## src/rtl/cpu_boot_controller_if.sv

```systemverilog
`timescale 1ns/1ps
`default_nettype none
// ============================================================================
// Module   : cpu_boot_controller_if
// Brief    : Program stream (valid/ready) plus instruction-memory external
//            port between the boot controller and its environment.
// Revision : 1.0 - initial release
// ============================================================================
interface cpu_boot_controller_if #(
   parameter int ADDR_W = 64,
   parameter int DATA_W = 32
);
   logic              s_valid;
   logic [DATA_W-1:0] s_data;
   logic              s_ready;
   logic [ADDR_W-1:0] addr_ext;
   logic              wen_ext;
   logic              ren_ext;
   logic [DATA_W-1:0] wdata_ext;
   logic [DATA_W-1:0] rdata_ext;

   // Controller side: consumes the stream, drives the memory port.
   modport master (
      input  s_valid, s_data, rdata_ext,
      output s_ready, addr_ext, wen_ext, ren_ext, wdata_ext
   );

   modport slave (
      output s_valid, s_data, rdata_ext,
      input  s_ready, addr_ext, wen_ext, ren_ext, wdata_ext
   );
endinterface
`default_nettype wire

```

## src/rtl/cpu_boot_controller.sv

```systemverilog
`timescale 1ns/1ps
`default_nettype none
// ============================================================================
// Module   : cpu_boot_controller
// Brief    : Streams a program into core instruction memory, then runs the
//            core for a bounded or unbounded time. Read-back checksum verify
//            is built when CPU_BOOT_VERIFY_EN is defined.
// Revision : 1.0 - initial release
// ============================================================================
module cpu_boot_controller #(
   parameter int ADDR_W = 64,
   parameter int DATA_W = 32,
   parameter int WCNT_W = 10,
   parameter int CYC_W  = 32
) (
   input  logic                  clk,
   input  logic                  arst_n,
   input  logic                  start,
   input  logic [WCNT_W-1:0]     num_words,
   input  logic [CYC_W-1:0]      run_cycles,
   input  logic                  stop,
   cpu_boot_controller_if.master bus,
   output logic                  core_rst_n,
   output logic                  cpu_enable,
   output logic                  busy,
   output logic                  done,
   output logic                  error,
   output logic [CYC_W-1:0]      cycle_count
);
   localparam logic [2:0] c_st_idle = 3'd0;
   localparam logic [2:0] c_st_load = 3'd1;
   localparam logic [2:0] c_st_run  = 3'd3;
   localparam logic [2:0] c_st_done = 3'd4;
`ifdef CPU_BOOT_VERIFY_EN
   localparam logic [2:0] c_st_verify     = 3'd2;
   localparam logic [2:0] c_st_after_load = c_st_verify;
`else
   localparam logic [2:0] c_st_after_load = c_st_run;
`endif
   localparam logic [WCNT_W-1:0] c_max_words = {1'b1, {(WCNT_W-1){1'b0}}};

   logic [2:0]        r_state;
   logic [2:0]        w_state_next;
   logic [WCNT_W-1:0] r_num_words;
   logic [WCNT_W-1:0] r_idx;
   logic [WCNT_W-1:0] w_num_sat;
   logic [CYC_W-1:0]  r_run_cycles;
   logic [CYC_W-1:0]  r_cycle_count;
   logic [CYC_W-1:0]  w_count_inc;
   logic              r_wen;
   logic [ADDR_W-1:0] r_addr;
   logic [ADDR_W-1:0] w_addr;
   logic [DATA_W-1:0] r_wdata;
   logic              w_s_ready;
   logic              w_ren;
   logic              w_accept;
   logic              w_load_last;
   logic              w_run_exit;
`ifdef CPU_BOOT_VERIFY_EN
   logic              r_rd_valid;
   logic              r_error;
   logic [DATA_W-1:0] r_csum_wr;
   logic [DATA_W-1:0] r_csum_rd;
   logic              w_verify_last;
   logic              w_csum_ok;
`endif

   assign w_num_sat   = (num_words > c_max_words) ? c_max_words : num_words;
   assign w_count_inc = r_cycle_count + 1'b1;
   assign w_accept    = bus.s_valid && w_s_ready;
   // The last write pulse is on the port once the index has reached the count.
   assign w_load_last = r_wen && (r_idx == r_num_words);
   assign w_run_exit  = stop || ((r_run_cycles != '0) && (w_count_inc == r_run_cycles));
`ifdef CPU_BOOT_VERIFY_EN
   assign w_verify_last = r_rd_valid && (r_idx == r_num_words);
   assign w_csum_ok     = ((r_csum_rd ^ bus.rdata_ext) == r_csum_wr);
`else
   logic w_unused_rdata;
   assign w_unused_rdata = ^bus.rdata_ext;
`endif

   always_ff @(posedge clk or negedge arst_n) begin
      if (!arst_n) begin
         r_state <= c_st_idle;
      end else begin
         r_state <= w_state_next;
      end
   end

   always_comb begin
      w_state_next = r_state;
      case (r_state)
         c_st_idle, c_st_done: begin
            if (start) begin
               w_state_next = (w_num_sat == '0) ? c_st_run : c_st_load;
            end
         end
         c_st_load: begin
            if (w_load_last) begin
               w_state_next = c_st_after_load;
            end
         end
`ifdef CPU_BOOT_VERIFY_EN
         c_st_verify: begin
            if (w_verify_last) begin
               w_state_next = w_csum_ok ? c_st_run : c_st_done;
            end
         end
`endif
         c_st_run: begin
            if (w_run_exit) begin
               w_state_next = c_st_done;
            end
         end
         default: w_state_next = c_st_idle;
      endcase
   end

   always_comb begin
      w_s_ready  = (r_state == c_st_load) && (r_idx < r_num_words);
      w_ren      = 1'b0;
`ifdef CPU_BOOT_VERIFY_EN
      w_ren      = (r_state == c_st_verify) && (r_idx < r_num_words);
`endif
      w_addr     = w_ren ? ADDR_W'({r_idx, 2'b00}) : r_addr;
      core_rst_n = (r_state == c_st_run) || (r_state == c_st_done);
      cpu_enable = (r_state == c_st_run);
      busy       = (r_state != c_st_idle) && (r_state != c_st_done);
      done       = (r_state == c_st_done);
   end

   always_ff @(posedge clk or negedge arst_n) begin
      if (!arst_n) begin
         r_num_words   <= '0;
         r_run_cycles  <= '0;
         r_cycle_count <= '0;
         r_idx         <= '0;
         r_wen         <= 1'b0;
         r_addr        <= '0;
         r_wdata       <= '0;
`ifdef CPU_BOOT_VERIFY_EN
         r_rd_valid    <= 1'b0;
         r_error       <= 1'b0;
         r_csum_wr     <= '0;
         r_csum_rd     <= '0;
`endif
      end else begin
         r_wen <= 1'b0;
`ifdef CPU_BOOT_VERIFY_EN
         r_rd_valid <= w_ren;
`endif
         case (r_state)
            c_st_idle, c_st_done: begin
               if (start) begin
                  r_num_words   <= w_num_sat;
                  r_run_cycles  <= run_cycles;
                  r_cycle_count <= '0;
                  r_idx         <= '0;
`ifdef CPU_BOOT_VERIFY_EN
                  r_error       <= 1'b0;
                  r_csum_wr     <= '0;
                  r_csum_rd     <= '0;
`endif
               end
            end
            c_st_load: begin
               if (w_accept) begin
                  r_wen   <= 1'b1;
                  r_addr  <= ADDR_W'({r_idx, 2'b00});
                  r_wdata <= bus.s_data;
                  r_idx   <= r_idx + 1'b1;
`ifdef CPU_BOOT_VERIFY_EN
                  r_csum_wr <= r_csum_wr ^ bus.s_data;
`endif
               end
`ifdef CPU_BOOT_VERIFY_EN
               // Index is reused as the read pointer for the verify pass.
               if (w_load_last) begin
                  r_idx <= '0;
               end
`endif
            end
`ifdef CPU_BOOT_VERIFY_EN
            c_st_verify: begin
               if (w_ren) begin
                  r_idx <= r_idx + 1'b1;
               end
               if (r_rd_valid) begin
                  r_csum_rd <= r_csum_rd ^ bus.rdata_ext;
               end
               if (w_verify_last && !w_csum_ok) begin
                  r_error <= 1'b1;
               end
            end
`endif
            c_st_run: begin
               r_cycle_count <= w_count_inc;
            end
            default: ;
         endcase
      end
   end

   assign bus.s_ready   = w_s_ready;
   assign bus.wen_ext   = r_wen;
   assign bus.ren_ext   = w_ren;
   assign bus.addr_ext  = w_addr;
   assign bus.wdata_ext = r_wdata;
   assign cycle_count   = r_cycle_count;
`ifdef CPU_BOOT_VERIFY_EN
   assign error = r_error;
`else
   assign error = 1'b0;
`endif
endmodule
`default_nettype wire

```

## src/flat_wrapper.sv

```systemverilog
// flat-port wrapper written by rule: the top's interface ports become plain ports
module cpu_boot_controller_flat 
#(
   parameter int ADDR_W = 64,
   parameter int DATA_W = 32,
   parameter int WCNT_W = 10,
   parameter int CYC_W  = 32
)
  (clk, arst_n, start, num_words, run_cycles, stop, core_rst_n, cpu_enable, busy, done, error, cycle_count, bus_s_valid, bus_s_data, bus_rdata_ext, bus_s_ready, bus_addr_ext, bus_wen_ext, bus_ren_ext, bus_wdata_ext);
  cpu_boot_controller_if #(.ADDR_W(ADDR_W), .DATA_W(DATA_W)) bus_i ();
  input  logic clk;
  input  logic arst_n;
  input  logic start;
  input  logic [WCNT_W-1:0] num_words;
  input  logic [CYC_W-1:0] run_cycles;
  input  logic stop;
  output logic core_rst_n;
  output logic cpu_enable;
  output logic busy;
  output logic done;
  output logic error;
  output logic [CYC_W-1:0] cycle_count;
  input wire logic [$bits(bus_i.s_valid)-1:0] bus_s_valid;
  input wire logic [$bits(bus_i.s_data)-1:0] bus_s_data;
  input wire logic [$bits(bus_i.rdata_ext)-1:0] bus_rdata_ext;
  output wire logic [$bits(bus_i.s_ready)-1:0] bus_s_ready;
  output wire logic [$bits(bus_i.addr_ext)-1:0] bus_addr_ext;
  output wire logic [$bits(bus_i.wen_ext)-1:0] bus_wen_ext;
  output wire logic [$bits(bus_i.ren_ext)-1:0] bus_ren_ext;
  output wire logic [$bits(bus_i.wdata_ext)-1:0] bus_wdata_ext;
  assign bus_i.s_valid = bus_s_valid;
  assign bus_i.s_data = bus_s_data;
  assign bus_i.rdata_ext = bus_rdata_ext;
  assign bus_s_ready = bus_i.s_ready;
  assign bus_addr_ext = bus_i.addr_ext;
  assign bus_wen_ext = bus_i.wen_ext;
  assign bus_ren_ext = bus_i.ren_ext;
  assign bus_wdata_ext = bus_i.wdata_ext;
  cpu_boot_controller #(.ADDR_W(ADDR_W), .DATA_W(DATA_W), .WCNT_W(WCNT_W), .CYC_W(CYC_W)) u_core (.clk(clk), .arst_n(arst_n), .start(start), .num_words(num_words), .run_cycles(run_cycles), .stop(stop), .bus(bus_i), .core_rst_n(core_rst_n), .cpu_enable(cpu_enable), .busy(busy), .done(done), .error(error), .cycle_count(cycle_count));
endmodule
```

## config.mk

```make
export PLATFORM = sky130hd
export DESIGN_NAME = cpu_boot_controller_flat
export DESIGN_NICKNAME = d
export VERILOG_FILES = /design/src/rtl/cpu_boot_controller_if.sv /design/src/rtl/cpu_boot_controller.sv /design/src/flat_wrapper.sv
export SDC_FILE = /design/constraint.sdc
export NUM_CORES = 1
export LEC_CHECK = 0
export BUFFER_PORTS_ARGS = -buffer_cell sky130_fd_sc_hd__buf_2
export CAP_MARGIN = 20
export CORE_UTILIZATION = 45
export CTS_CLUSTER_DIAMETER = 120
export CTS_CLUSTER_SIZE = 12
export DETAILED_ROUTE_END_ITERATION = 8
export GPL_ROUTABILITY_DRIVEN = 0
export GPL_TIMING_DRIVEN = 0
export PLACE_DENSITY = 0.75
export SLEW_MARGIN = 10
export SYNTH_ARGS = -nofsm -noshare
export SYNTH_HDL_FRONTEND = slang
export SYNTH_SLANG_ARGS = --single-unit
```

## constraint.sdc

```tcl
create_clock -name clk -period 2.5 [get_ports clk]
set_input_delay 0.375 -clock clk [delete_from_list [all_inputs] [get_ports clk]]
set_output_delay 0.375 -clock clk [all_outputs]
set_load 0.01 [all_outputs]
```

After elaboration in Yosys (flattened, before gate mapping)

Cells that the tools add are included.

Bits in writable memories: 0
Bits of input ports: 111
Memories: 0
Logic and storage cells: 54
Bits in registers: 130
Bits in latches: 0
ROM bits: 0

Eq/ne operators: 10
Shifts and indexed selects: 0
Order comparisons: 2
Div/mod/pow operators: 0
Bitwise gates (word level): 0
Muxes and demuxes: 13
Reduce and logical (&&, ||, !) cells: 19
$mul: 0
Add/subtract/negate cells: 2

Operators with widths:

| cell                    | count |
|---|---|
| $pmux W32 S2            | 1 |
| $add A32 B1 Y32 const B | 1 |
| $eq A32 B32 Y1          | 1 |
| $mux W32                | 1 |
| $reduce_bool A32 Y1     | 1 |
| $mux W10                | 3 |
| $pmux W10 S2            | 1 |
| $add A10 B1 Y10 const B | 1 |
| $eq A10 B10 Y1          | 1 |
| $gt A10 B10 Y1 const B  | 1 |
| $logic_not A10 Y1       | 1 |
| $lt A10 B10 Y1          | 1 |
| $mux W3                 | 3 |
| $pmux W3 S3             | 1 |
| $ne A2 B1 Y1 const B    | 3 |
| $reduce_and A2 Y1       | 3 |
| $reduce_and A3 Y1       | 2 |
| $logic_and A1 B1 Y1     | 5 |
| $reduce_bool A2 Y1      | 2 |
| $eq A3 B1 Y1 const B    | 1 |
| $eq A3 B2 Y1 const B    | 1 |
| $eq A3 B3 Y1 const B    | 1 |
| $logic_not A3 Y1        | 1 |
| $ne A3 B3 Y1 const B    | 1 |
| 6 further kinds         | 8 |

Longest topological paths before layout

Gate-level depths: netlist of run 1.

Depth in word-level cells: 6
Depth in mapped cells: 10
Depth with buffers taken out: 10

Worst setup path before layout of run 1

Ideal clock, no wire load.

Path kind: register to register
Start point: register u_core.r_idx[7]
End point: register u_core.r_wdata[0], in the netlist u_core.bus.wdata_ext[0]
Path buffers: 1
Data arrival time: 2.409 ns
Period minus slack after synthesis: 2.534 ns
Library setup time: 0.125 ns
Slack: -0.034 ns
Cell stages (with the launch flop): 9
Cell sequence: dfrtp_1 > ha_1 > a21o_1 > a21o_1 > a2111oi_0 > o211ai_1 > clkinv_1 > buf_2 > mux2_2

Longest elaborated chain between the ends: 4

Ends and longest elaborated chain:

| element                            | line                       | text |
|---|---|---|
| start: declaration                 | cpu_boot_controller.sv:45  | `logic [WCNT_W-1:0] r_idx;` |
| start signal: assignment           | cpu_boot_controller.sv:171 | `r_idx <= r_idx + 1'b1;` |
| $lt A10 B10 Y1                     | cpu_boot_controller.sv:120 | `w_s_ready = (r_state == c_st_load) && (r_idx < r_num_words);` |
| $logic_and A1 B1 Y1                | cpu_boot_controller.sv:120 |  |
| $logic_and A1 B1 Y1                | cpu_boot_controller.sv:70  | `assign w_accept = bus.s_valid && w_s_ready;` |
| $reduce_and A2 Y1 (no source line) | --                         |  |
| end signal: assignment             | cpu_boot_controller.sv:170 | `r_wdata <= bus.s_data;` |
| end: declaration                   | cpu_boot_controller.sv:53  | `logic [DATA_W-1:0] r_wdata;` |

Every way passes these cells.
A chain may end at the register's enable or synchronous reset.

Worst setup path in the final report of run 1

Start point: register u_core.r_cycle_count[2], in the netlist u_core.cycle_count[2]
End point: register u_core.r_state[0]

Longest elaborated chain between the ends: 6

Ends and longest elaborated chain:

| element                            | line                       | text |
|---|---|---|
| start: declaration                 | cpu_boot_controller.sv:48  | `logic [CYC_W-1:0] r_cycle_count;` |
| start signal: assignment           | cpu_boot_controller.sv:197 | `r_cycle_count <= w_count_inc;` |
| $add A32 B1 Y32                    | cpu_boot_controller.sv:69  | `assign w_count_inc = r_cycle_count + 1'b1;` |
| $eq A32 B32 Y1                     | cpu_boot_controller.sv:73  | `assign w_run_exit = stop \|\| ((r_run_cycles != '0) && (w_count_inc == r_run_cycles));` |
| $logic_and A1 B1 Y1                | cpu_boot_controller.sv:73  |  |
| $logic_or A1 B1 Y1                 | cpu_boot_controller.sv:73  |  |
| $ne A2 B1 Y1 (no source line)      | --                         |  |
| $reduce_and A3 Y1 (no source line) | --                         |  |
| end signal: assignment             | cpu_boot_controller.sv:84  | `r_state <= c_st_idle;` |
| end signal: assignment             | cpu_boot_controller.sv:86  | `r_state <= w_state_next;` |
| end: declaration                   | cpu_boot_controller.sv:42  | `logic [2:0] r_state;` |

Every way passes these cells.

==> results.json, run 1 <==
{
  "route.detailed.drc": 0,
  "start_util_pct": 46.53,
  "synth_warnings": 0,
  "synth_cell_types": 59,
  "yosys-top-cells-count": "nand2_1, dfrtp_1, buf_4",
  "grt_overflow": 0,
  "violations": "negative setup slack",
  "cts.sinks": 130,
  "synth_largest_area_cell": "dfrtp_1",
  "hp-class": "in2reg",
  "via_per_inst": 5.442,
  "multiInputGateArea_sq_um": 4061,
  "die_area_sq_um": 17120,
  "syn_inst": 811,
  "rsz0062_at_grt": "yes",
  "min_path_cells": 3,
  "timing.hold.ws_ns": 0.1228,
  "slew_viol_final": 0,
  "synth_sequential_area_ratio_pct": 43.54,
  "dp_hpwl_um": 14980,
  "internal_power_mw": 6.500,
  "ctsHtreeMaxLevel": 4,
  "grt_pass1_wl_um": 34060,
  "area_delta_synth_final_pct": 37.64,
  "wirelength_um": 22750,
  "die_x_um": 130.9,
  "reg2reg_depth": 9,
  "timing.final.ws_setup_ns": -0.07311,
  "outcome": "finished with violations",
  "netlist.area_leader.share_pct": 43.54,
  "numCtsBuffers": 17,
  "finalSetupViolCount": 5,
  "grt_max_degree": 81,
  "firstDrtPassIters": 6,
  "maxSlewHeadroom_pct": 49.94,
  "synth-seq-cells": 130,
  "fin_crit_ns": 2.573,
  "cp.arrival_ns": 2.87,
  "switching_power_mw": 4.049,
  "grt_usage_pct": 26.35,
  "p_per_area_nw_per_um2": 1026,
  "synthArstFlopShare_pct": 100.0,
  "synth.avg_cell_area_sq_um": 9.214,
  "pwr-share-comb_pct": 43.2,
  "cp.required_ns": 2.80,
  "io_pins": 247,
  "fp.dieH_um": 130.9,
  "fillers": 1274,
  "fmax_mhz": 388.6,
  "fin_skew_ns": 0.01136,
  "p_total_mw": 10.55,
  "p_clk_share_pct": 23.8,
  "power_frac_seq_pct": 33.0,
  "worstMarginPinSlew_ns": 0.7510,
  "synth-edff-count": 0,
  "core_sq_um": 16060,
  "wl_per_cell_um": 17.33,
  "fin_setup_tns_ns": -0.1970,
  "finalHoldViolations": 0,
  "ir_drop_mv": 0.7856,
  "netlist_area_sq_um": 7472,
  "drive_above_1_share_pct": 36.44,
  "num_vias": 7145,
  "end_kind": "flip-flop",
  "num_rows": 46,
  "cts_max_path_buffers": 2,
  "finalCritPeriodShare_pct": 102.9,
  "path_max_fanout": 6,
  "clk_latency_ns": 0.44,
  "drv_cap": 0,
  "final_area_sq_um": 10280,
  "drtAntennaViolNets": 0,
  "ys.flop_type": "dfrtp_1",
  "io_buffers": 158,
  "postPlaceCellArea_sq_um": 8776,
  "grt_pass1_vias": 6614,
  "cts_root_buffer": "clkbuf_16",
  "yosys-top-cells-area": "dfrtp_1, nand2_1, buf_4, mux2_2, xnor2_1",
  "switching_share_pct": 38.38,
  "yosysMostFrequentCell": "nand2_1",
  "final_util_pct": 64.05,
  "critical_path_class": "reg2reg",
  "regArea_sq_um": 3264,
  "drt_iter0_drc": 752,
  "nets": 1205,
  "cts_tree": "yes",
  "antenna_found_initial": 1,
  "crit_path_start_kind": "flip-flop",
  "p_leak_nw": 5.128,
  "clkTransAtPathRegs_ns": 0.06
}
-- power groups by stage --
stage | Combinational, mW | Clock [mW] | Sequential [mW]
2_1_floorplan | 2.23 | 0 | 3.45
3_3_place_gp | 3.35 | 0 | 3.43
3_5_place_dp | 3.42 | 0 | 3.44
4_1_cts | 3.67 | 2.53 | 3.44
5_1_grt | 4.93 | 2.64 | 3.56
6_report | 4.56 | 2.51 | 3.48
-- worst max-delay path, stage by stage (launching register included) --
cell	delay (ns)
dfrtp_1	0.38
buf_4	0.13
buf_4	0.10
and3_4	0.23
nand4_1	0.20
a32o_1	0.36
a2111oi_4	0.32
nand4_1	0.22
nor4_4	0.35
a221oi_1	0.13
-- cells by family (layout without fill, tap and decap cells) --
kind of cell    after synthesis  count (layout)  synth area share (%)
buf+inv                     129             358                 9.997
simple gates                320             320                 21.65
other cells                   1              58               0.05019
xor+xnor                     45              45                 5.275
flops                       130             130                 43.54
fa+ha+maj                    12              12                 2.009
mux                          35              35                 5.258
compound gates              139             139                 12.22
-- routing by layer --
| metal | vias up | global-route usage [%] | share of wire, % |
|---|---|---|---|
| met2 | 444 | 40.40 | 47 |
| li1 | 3294 | - | - |
| met1 | 3343 | 33.45 | 39 |
| met3 | 64 | 8.754 | 11 |
| met4 | 0 | 12.78 | 2.9 |
| met5 | - | 0 | 0 |
-- path summary, 6_finish.rpt --
kind | endpoint | slack [ns] | startpoint
max | u_core.r_state[0]$_DFFE_PN0P_ | -0.07 | u_core.cycle_count[2]$_DFFE_PN0P_
min | u_core.r_run_cycles[4]$_DFFE_PN0P_ | 0.12 | run_cycles[4]
max reg2reg | u_core.r_state[0]$_DFFE_PN0P_ | -0.07 | u_core.cycle_count[2]$_DFFE_PN0P_
min reg2reg | u_core.bus.addr_ext[8]$_DFFE_PN0P_ | 0.48 | u_core.bus.addr_ext[8]$_DFFE_PN0P_
max in group asynchronous | u_core.cycle_count[15]$_DFFE_PN0P_ | 1.25 | arst_n
min in group asynchronous | u_core.r_num_words[7]$_DFFE_PN0P_ | 0.47 | arst_n
-- through the flow --
step | instances | setup WS [ns]
after floorplan | 866 | 0.01859
after global placement | 1240 | -0.9754
after global routing | 1312 | -0.1594
final | 1313 | -0.07311
after CTS | 1295 | -0.03077
after detailed placement | 1241 | -0.5089
-- layout make-up --
cell class	instances	share of cell area, %
timing repair inverter	1	0.1095
multi-input combinational	607	39.49
timing repair buffer	198	12.01
clock inverter	15	1.557
antenna	2	0.04866
buffer	100	7.178
sequential	130	31.74
tap	216	2.628
clock buffer	17	4.136
inverter	27	1.107
-- cells in the final DEF (no fill, tap or decap), drive strengths merged, types with 5 or more instances in the layout --
cell | Yosys | final
o21ai | 54 | 54
inv | 26 | 37
and2 | 5 | 5
nand4 | 28 | 28
ha | 12 | 12
nor3 | 14 | 14
or3 | 6 | 6
conb | 1 | 56
o31ai | 13 | 13
nor2 | 34 | 34
o41ai | 10 | 10
and3 | 9 | 9
nand3b | 11 | 11
dfrtp | 130 | 130
mux2 | 34 | 34
nand2 | 144 | 144
xnor2 | 34 | 34
a21o | 10 | 10
a31oi | 5 | 5
nor4 | 23 | 23
nand3 | 30 | 30
clkbuf | 24 | 45
xor2 | 11 | 11
a21oi | 16 | 16
buf | 78 | 269
-- flip-flops by register name (all words and copies together), names as in the netlist --
register,flops
u_core.bus.wen_ext,1
u_core.r_num_words,10
u_core.r_idx,10
u_core.bus.wdata_ext,32
u_core.cycle_count,32
u_core.r_run_cycles,32
u_core.bus.addr_ext,10
u_core.r_state,3
-- repair_timing --
item	4_1_cts	5_1_grt
gates cloned	0	6
setup endpoints to repair	63	65
hold buffers	1	0
pin swaps	11	15
hold endpoints to repair	50	0
gates resized for setup	52	88
setup buffers	22	11
Power figures use the tool's default switching activity.
==> run 2: changes to the inputs <==
--- a/config.mk
+++ b/config.mk
@@ -5,15 +5,15 @@
 export SDC_FILE = /design/constraint.sdc
 export NUM_CORES = 1
 export LEC_CHECK = 0
-export BUFFER_PORTS_ARGS = -buffer_cell sky130_fd_sc_hd__buf_2
 export CAP_MARGIN = 20
 export CORE_UTILIZATION = 45
 export CTS_CLUSTER_DIAMETER = 120
 export CTS_CLUSTER_SIZE = 12
 export DETAILED_ROUTE_END_ITERATION = 8
+export DONT_BUFFER_PORTS = 1
 export GPL_ROUTABILITY_DRIVEN = 0
 export GPL_TIMING_DRIVEN = 0
-export PLACE_DENSITY = 0.75
+export SKIP_CTS_REPAIR_TIMING = 1
 export SLEW_MARGIN = 10
 export SYNTH_ARGS = -nofsm -noshare
 export SYNTH_HDL_FRONTEND = slang
==> run 2 against run 1 <==
Compared with the run above:
- the run ends with negative hold slack, negative setup slack left
- worst hold slack got worse by 0.49 ns
- largest power group is now registers
- global-route usage fell by 1.4 points
- combinational power fell by 25%
- clock power rose by 11%
- register-to-register slack got worse by 0.12 ns
- via count fell by 11%
- wire length fell by 5.5%
- flip-flop and latch count did not move
- clock skew fell by 0.0054 ns
- critical endpoint is now u_core.r_state[1]$_DFFE_PN0P_
- die area did not move
==> results.json, run 2 (synthesized netlist as in run 1, its figures left out) <==
{
  "outcome": "finished with violations",
  "violations": "negative hold slack, negative setup slack",
  "area_delta_synth_final_pct": 22.91,
  "via_per_inst": 5.582,
  "die_x_um": 130.9,
  "rsz0062_at_grt": "yes",
  "cts_root_buffer": "clkbuf_16",
  "critical_path_class": "reg2reg",
  "drtAntennaViolNets": 0,
  "nets": 1029,
  "firstDrtPassIters": 7,
  "crit_path_start_kind": "flip-flop",
  "path_max_fanout": 8,
  "cts.sinks": 130,
  "io_pins": 247,
  "dp_hpwl_um": 15250,
  "grt_pass1_vias": 6005,
  "cp.arrival_ns": 2.99,
  "finalSetupViolCount": 33,
  "finalHoldViolations": 130,
  "start_util_pct": 46.53,
  "ir_drop_mv": 0.7264,
  "num_vias": 6336,
  "grt_overflow": 0,
  "cp.required_ns": 2.80,
  "num_rows": 46,
  "grt_usage_pct": 24.96,
  "die_area_sq_um": 17120,
  "drive_above_1_share_pct": 24.27,
  "dp_cells": 1082,
  "antenna_found_initial": 0,
  "drt_iter0_drc": 439,
  "ctsHtreeMaxLevel": 4,
  "final_cell_mix": "nand2_1, dfrtp_1, buf_4",
  "dp_slack_ns": -0.5955,
  "fin_crit_ns": 2.689,
  "antenna_cells": 0,
  "timing.final.ws_setup_ns": -0.1889,
  "wl_per_cell_um": 18.94,
  "clk_latency_ns": 0.43,
  "drv_cap": 0,
  "worstMarginPinSlew_ns": 0.7009,
  "numCtsBuffers": 17,
  "cts_max_path_buffers": 2,
  "slew_viol_final": 0,
  "fmax_mhz": 371.9,
  "grt_max_degree": 131,
  "hp-class": "in2async",
  "p_total_mw": 9.900,
  "fp.dieH_um": 130.9,
  "clkTransAtPathRegs_ns": 0.06,
  "layout_commonest_cell": "nand2_1",
  "core_sq_um": 16060,
  "finalCritPeriodShare_pct": 107.6,
  "route.detailed.drc": 0,
  "p_per_area_nw_per_um2": 1078,
  "end_kind": "flip-flop",
  "timing.hold.ws_ns": -0.3627,
  "p_leak_nw": 4.266,
  "grt_pass1_wl_um": 31880,
  "fin_skew_ns": 0.005954,
  "io_buffers": 0,
  "maxSlewHeadroom_pct": 53.28,
  "cts_tree": "yes",
  "finalNonFillerCells": 1135,
  "wirelength_um": 21500
}
-- run 2: report_power, final --
part | leakage, nW | switching [mW] | internal, mW
Clock | 0.319 | 0.969 | 1.82
Combinational | 2.30 | 1.74 | 1.67
Sequential | 1.65 | 0.895 | 2.81
-- run 2: final cells by class --
class                           count  area [sq um]
Tap cell                          216         270.3
Fill cell                        1403          6874
Sequential cell                   130          3267
Clock buffer                       19         452.9
Inverter                           27         101.3
Timing Repair Buffer               23         206.4
Clock inverter                     13         206.4
Multi-Input combinational cell    607          3966
Buffer                            100         713.2
-- run 2: worst paths after layout --
path                                                    start                             endpoint  slack, ns  depth (start not counted)
hold / removal                                         arst_n  u_core.r_run_cycles[18]$_DFFE_PN0P_      -0.36                          0
setup reg to reg            u_core.cycle_count[0]$_DFFE_PN0P_        u_core.r_state[1]$_DFFE_PN0P_      -0.19                          9
max in group asynchronous                              arst_n   u_core.cycle_count[15]$_DFFE_PN0P_       2.63                          0
hold reg to reg            u_core.r_run_cycles[0]$_DFFE_PN0P_   u_core.r_run_cycles[0]$_DFFE_PN0P_       0.52                          2
min in group clk                                         stop        u_core.r_state[0]$_DFFE_PN0P_       0.03                          1
setup / recovery            u_core.cycle_count[0]$_DFFE_PN0P_        u_core.r_state[1]$_DFFE_PN0P_      -0.19                          9
-- run 2: routing by layer --
| metal | global-route usage, % | routed length, um | vias to the layer above |
|---|---|---|---|
| met3 | 7.573 | 1987 | 52 |
| met1 | 31.07 | 8648 | 3052 |
| met4 | 10.41 | 561 | 0 |
| met5 | 0 | 0 | - |
| met2 | 40.34 | 10300 | 298 |
| li1 | - | - | 2934 |
-- run 2: worst max-delay path, stage by stage (launching register included) --
cell and delay, ns:
dfrtp_2 0.50, ha_4 0.22, nand4_1 0.12, buf_6 0.15, nor4_4 0.33, xnor2_2 0.12
a2111oi_4 0.37, nand4_1 0.22, nor4_4 0.42, o31ai_1 0.11
-- run 2: metrics by stage --
| stage | setup TNS, ns | hold WS [ns] | utilization [%] | cell area [sq um] |
|---|---|---|---|---|
| 5_1_grt | -4.199 | -0.3684 | 57.19 | 9184 |
| 3_3_place_gp | -11.60 | 0.08675 | 49.52 | 7951 |
| 3_5_place_dp | -16.22 | 0.08583 | 49.52 | 7951 |
| 4_1_cts | -18.74 | -0.3633 | 53.62 | 8611 |
| 6_report | -2.060 | -0.3627 | 57.19 | 9184 |
| 2_1_floorplan | 0 | 0.07941 | - | 7681 |
==> run 3: changes to the inputs <==
--- a/config.mk
+++ b/config.mk
@@ -13,6 +13,7 @@
 export DONT_BUFFER_PORTS = 1
 export GPL_ROUTABILITY_DRIVEN = 0
 export GPL_TIMING_DRIVEN = 0
+export MAX_ROUTING_LAYER = met4
 export SKIP_CTS_REPAIR_TIMING = 1
 export SLEW_MARGIN = 10
 export SYNTH_ARGS = -nofsm -noshare
==> run 3 against run 2 <==
Compared with the run above:
- the flow still finishes with violations (negative hold slack, negative setup slack)
- core utilization unchanged
- maximum frequency about the same
- combinational power about the same
- non-clock buffer count unchanged
- setup slack better by 0.0018 ns
- sequential power about the same
- largest cell class unchanged
- highest routed layer unchanged
==> results.json, run 3 (synthesized netlist as in run 1, its figures left out) <==
{
  "cpLargestDelayFamily": "simple AND/OR/NAND/NOR gates",
  "cts.sinks": 130,
  "cts_tree": "yes",
  "grt_pass1_vias": 6033,
  "slew_viol_final": 0,
  "postPlaceCellArea_sq_um": 7951,
  "fillers": 1403,
  "via_per_inst": 5.562,
  "cts_max_path_buffers": 2,
  "clk_latency_ns": 0.43,
  "crit_path_start_kind": "flip-flop",
  "rsz0062_at_grt": "yes",
  "drv_cap": 0,
  "crit_cells": 9,
  "wirelength_um": 21450,
  "area_delta_synth_final_pct": 22.91,
  "p_leak_nw": 4.266,
  "antenna_found_initial": 0,
  "violations": "negative hold slack, negative setup slack",
  "route.detailed.drc": 0,
  "hp-class": "in2async",
  "finalHoldViolations": 130,
  "grt_usage_pct": 25.72,
  "fin_crit_ns": 2.687,
  "p_per_area_nw_per_um2": 1076,
  "regArea_sq_um": 3267,
  "drive_above_1_share_pct": 24.37,
  "start_util_pct": 46.53,
  "core_sq_um": 16060,
  "die_x_um": 130.9,
  "num_vias": 6313,
  "critPathBufInv": 1,
  "nets": 1029,
  "critical_path_class": "reg2reg",
  "final_cell_mix": "nand2_1, dfrtp_1, buf_4",
  "drt_iter0_drc": 407,
  "fp.dieH_um": 130.9,
  "finalSetupViolCount": 32,
  "ir_drop_mv": 0.7246,
  "numCtsBuffers": 17,
  "num_rows": 46,
  "final_util_pct": 57.19,
  "io_pins": 247,
  "wl_per_cell_um": 18.90,
  "cp.required_ns": 2.79,
  "layout_commonest_cell": "nand2_1",
  "crit_path_cell_trace": "ha_4 -> nand4_1 -> buf_6 -> nor4_4 -> xnor2_2 -> a2111oi_4 -> nand4_1 -> nor4_4 -> a221oi_2",
  "drtAntennaViolNets": 0,
  "finalCritPeriodShare_pct": 107.5,
  "die_area_sq_um": 17120,
  "worstMarginPinSlew_ns": 0.6820,
  "ctsHtreeMaxLevel": 4,
  "final_area_sq_um": 9184,
  "io_buffers": 0,
  "grt_overflow": 0,
  "grt_max_degree": 131,
  "antenna_cells": 0,
  "timing.hold.ws_ns": -0.3565,
  "clkTransAtPathRegs_ns": 0.06,
  "multiInputGateArea_sq_um": 3966,
  "slowest_delay_ns": 0.50,
  "cpMaxStageDelayCell": "dfrtp_2",
  "grt_pass1_wl_um": 31820,
  "end_kind": "flip-flop",
  "outcome": "finished with violations",
  "cts_root_buffer": "clkbuf_16",
  "fin_skew_ns": 0.006998,
  "timing.final.ws_setup_ns": -0.1871,
  "firstDrtPassIters": 7,
  "maxSlewHeadroom_pct": 54.53,
  "dp_hpwl_um": 15250,
  "cp.arrival_ns": 2.98,
  "fmax_mhz": 372.2,
  "path_max_fanout": 8,
  "reg2reg_depth": 9
}
==> run 3: changes by cell type in the layout (fill, tap and decap cells not counted) <==
cell,previous run,this run
inv_2,1,2
inv_1,26,25
==> run 3: cell type report <==
class	count	share of cell area (%)
multi-input cells	607	43.19
clock buffers	19	4.932
repair buffers	23	2.248
plain buffers	100	7.766
clock inverters	13	2.248
inverters	27	1.104
flip-flops and latches	130	35.57
well taps	216	2.943
==> run 3: final timing paths <==
| kind | startpoint | slack [ns] | endpoint |
|---|---|---|---|
| worst max-delay path | u_core.cycle_count[0]$_DFFE_PN0P_ | -0.19 | u_core.r_state[0]$_DFFE_PN0P_ |
| worst min-delay path | arst_n | -0.36 | u_core.r_run_cycles[18]$_DFFE_PN0P_ |
| worst max register to register | u_core.cycle_count[0]$_DFFE_PN0P_ | -0.19 | u_core.r_state[0]$_DFFE_PN0P_ |
| worst min register to register | u_core.r_run_cycles[0]$_DFFE_PN0P_ | 0.52 | u_core.r_run_cycles[0]$_DFFE_PN0P_ |
| max in group asynchronous | arst_n | 2.64 | u_core.cycle_count[13]$_DFFE_PN0P_ |
| min in group clk | stop | 0.04 | u_core.r_state[0]$_DFFE_PN0P_ |
==> run 3: per-stage QoR <==
step                setup TNS, ns  total power, mW  hold WS (ns)  setup slack [ns]  instances
finish                     -1.854            9.885       -0.3565           -0.1871       1135
CTS                        -18.74            9.326       -0.3633           -0.6041       1114
global placement           -11.60            6.385       0.08675           -0.4982       1082
floorplan                       0            5.680       0.07941           0.01859        866
global route               -4.210            10.45       -0.3693           -0.2850       1135
detailed placement         -16.22            6.503       0.08583           -0.5955       1082
==> run 3: power breakdown <==
group | switching, mW | leakage, nW | internal (mW)
logic | 1.73 | 2.30 | 1.67
clock network | 0.958 | 0.319 | 1.82
registers | 0.895 | 1.65 | 2.81
total | 3.58 | 4.27 | 6.30
==> run 3: per-layer routing <==
layer / wire [um] / global-route usage [%]
met4: 511 / 10.41
met3: 1902 / 6.718
met5: 0 / -
met1: 8663 / 31.51
met2: 10380 / 40.40
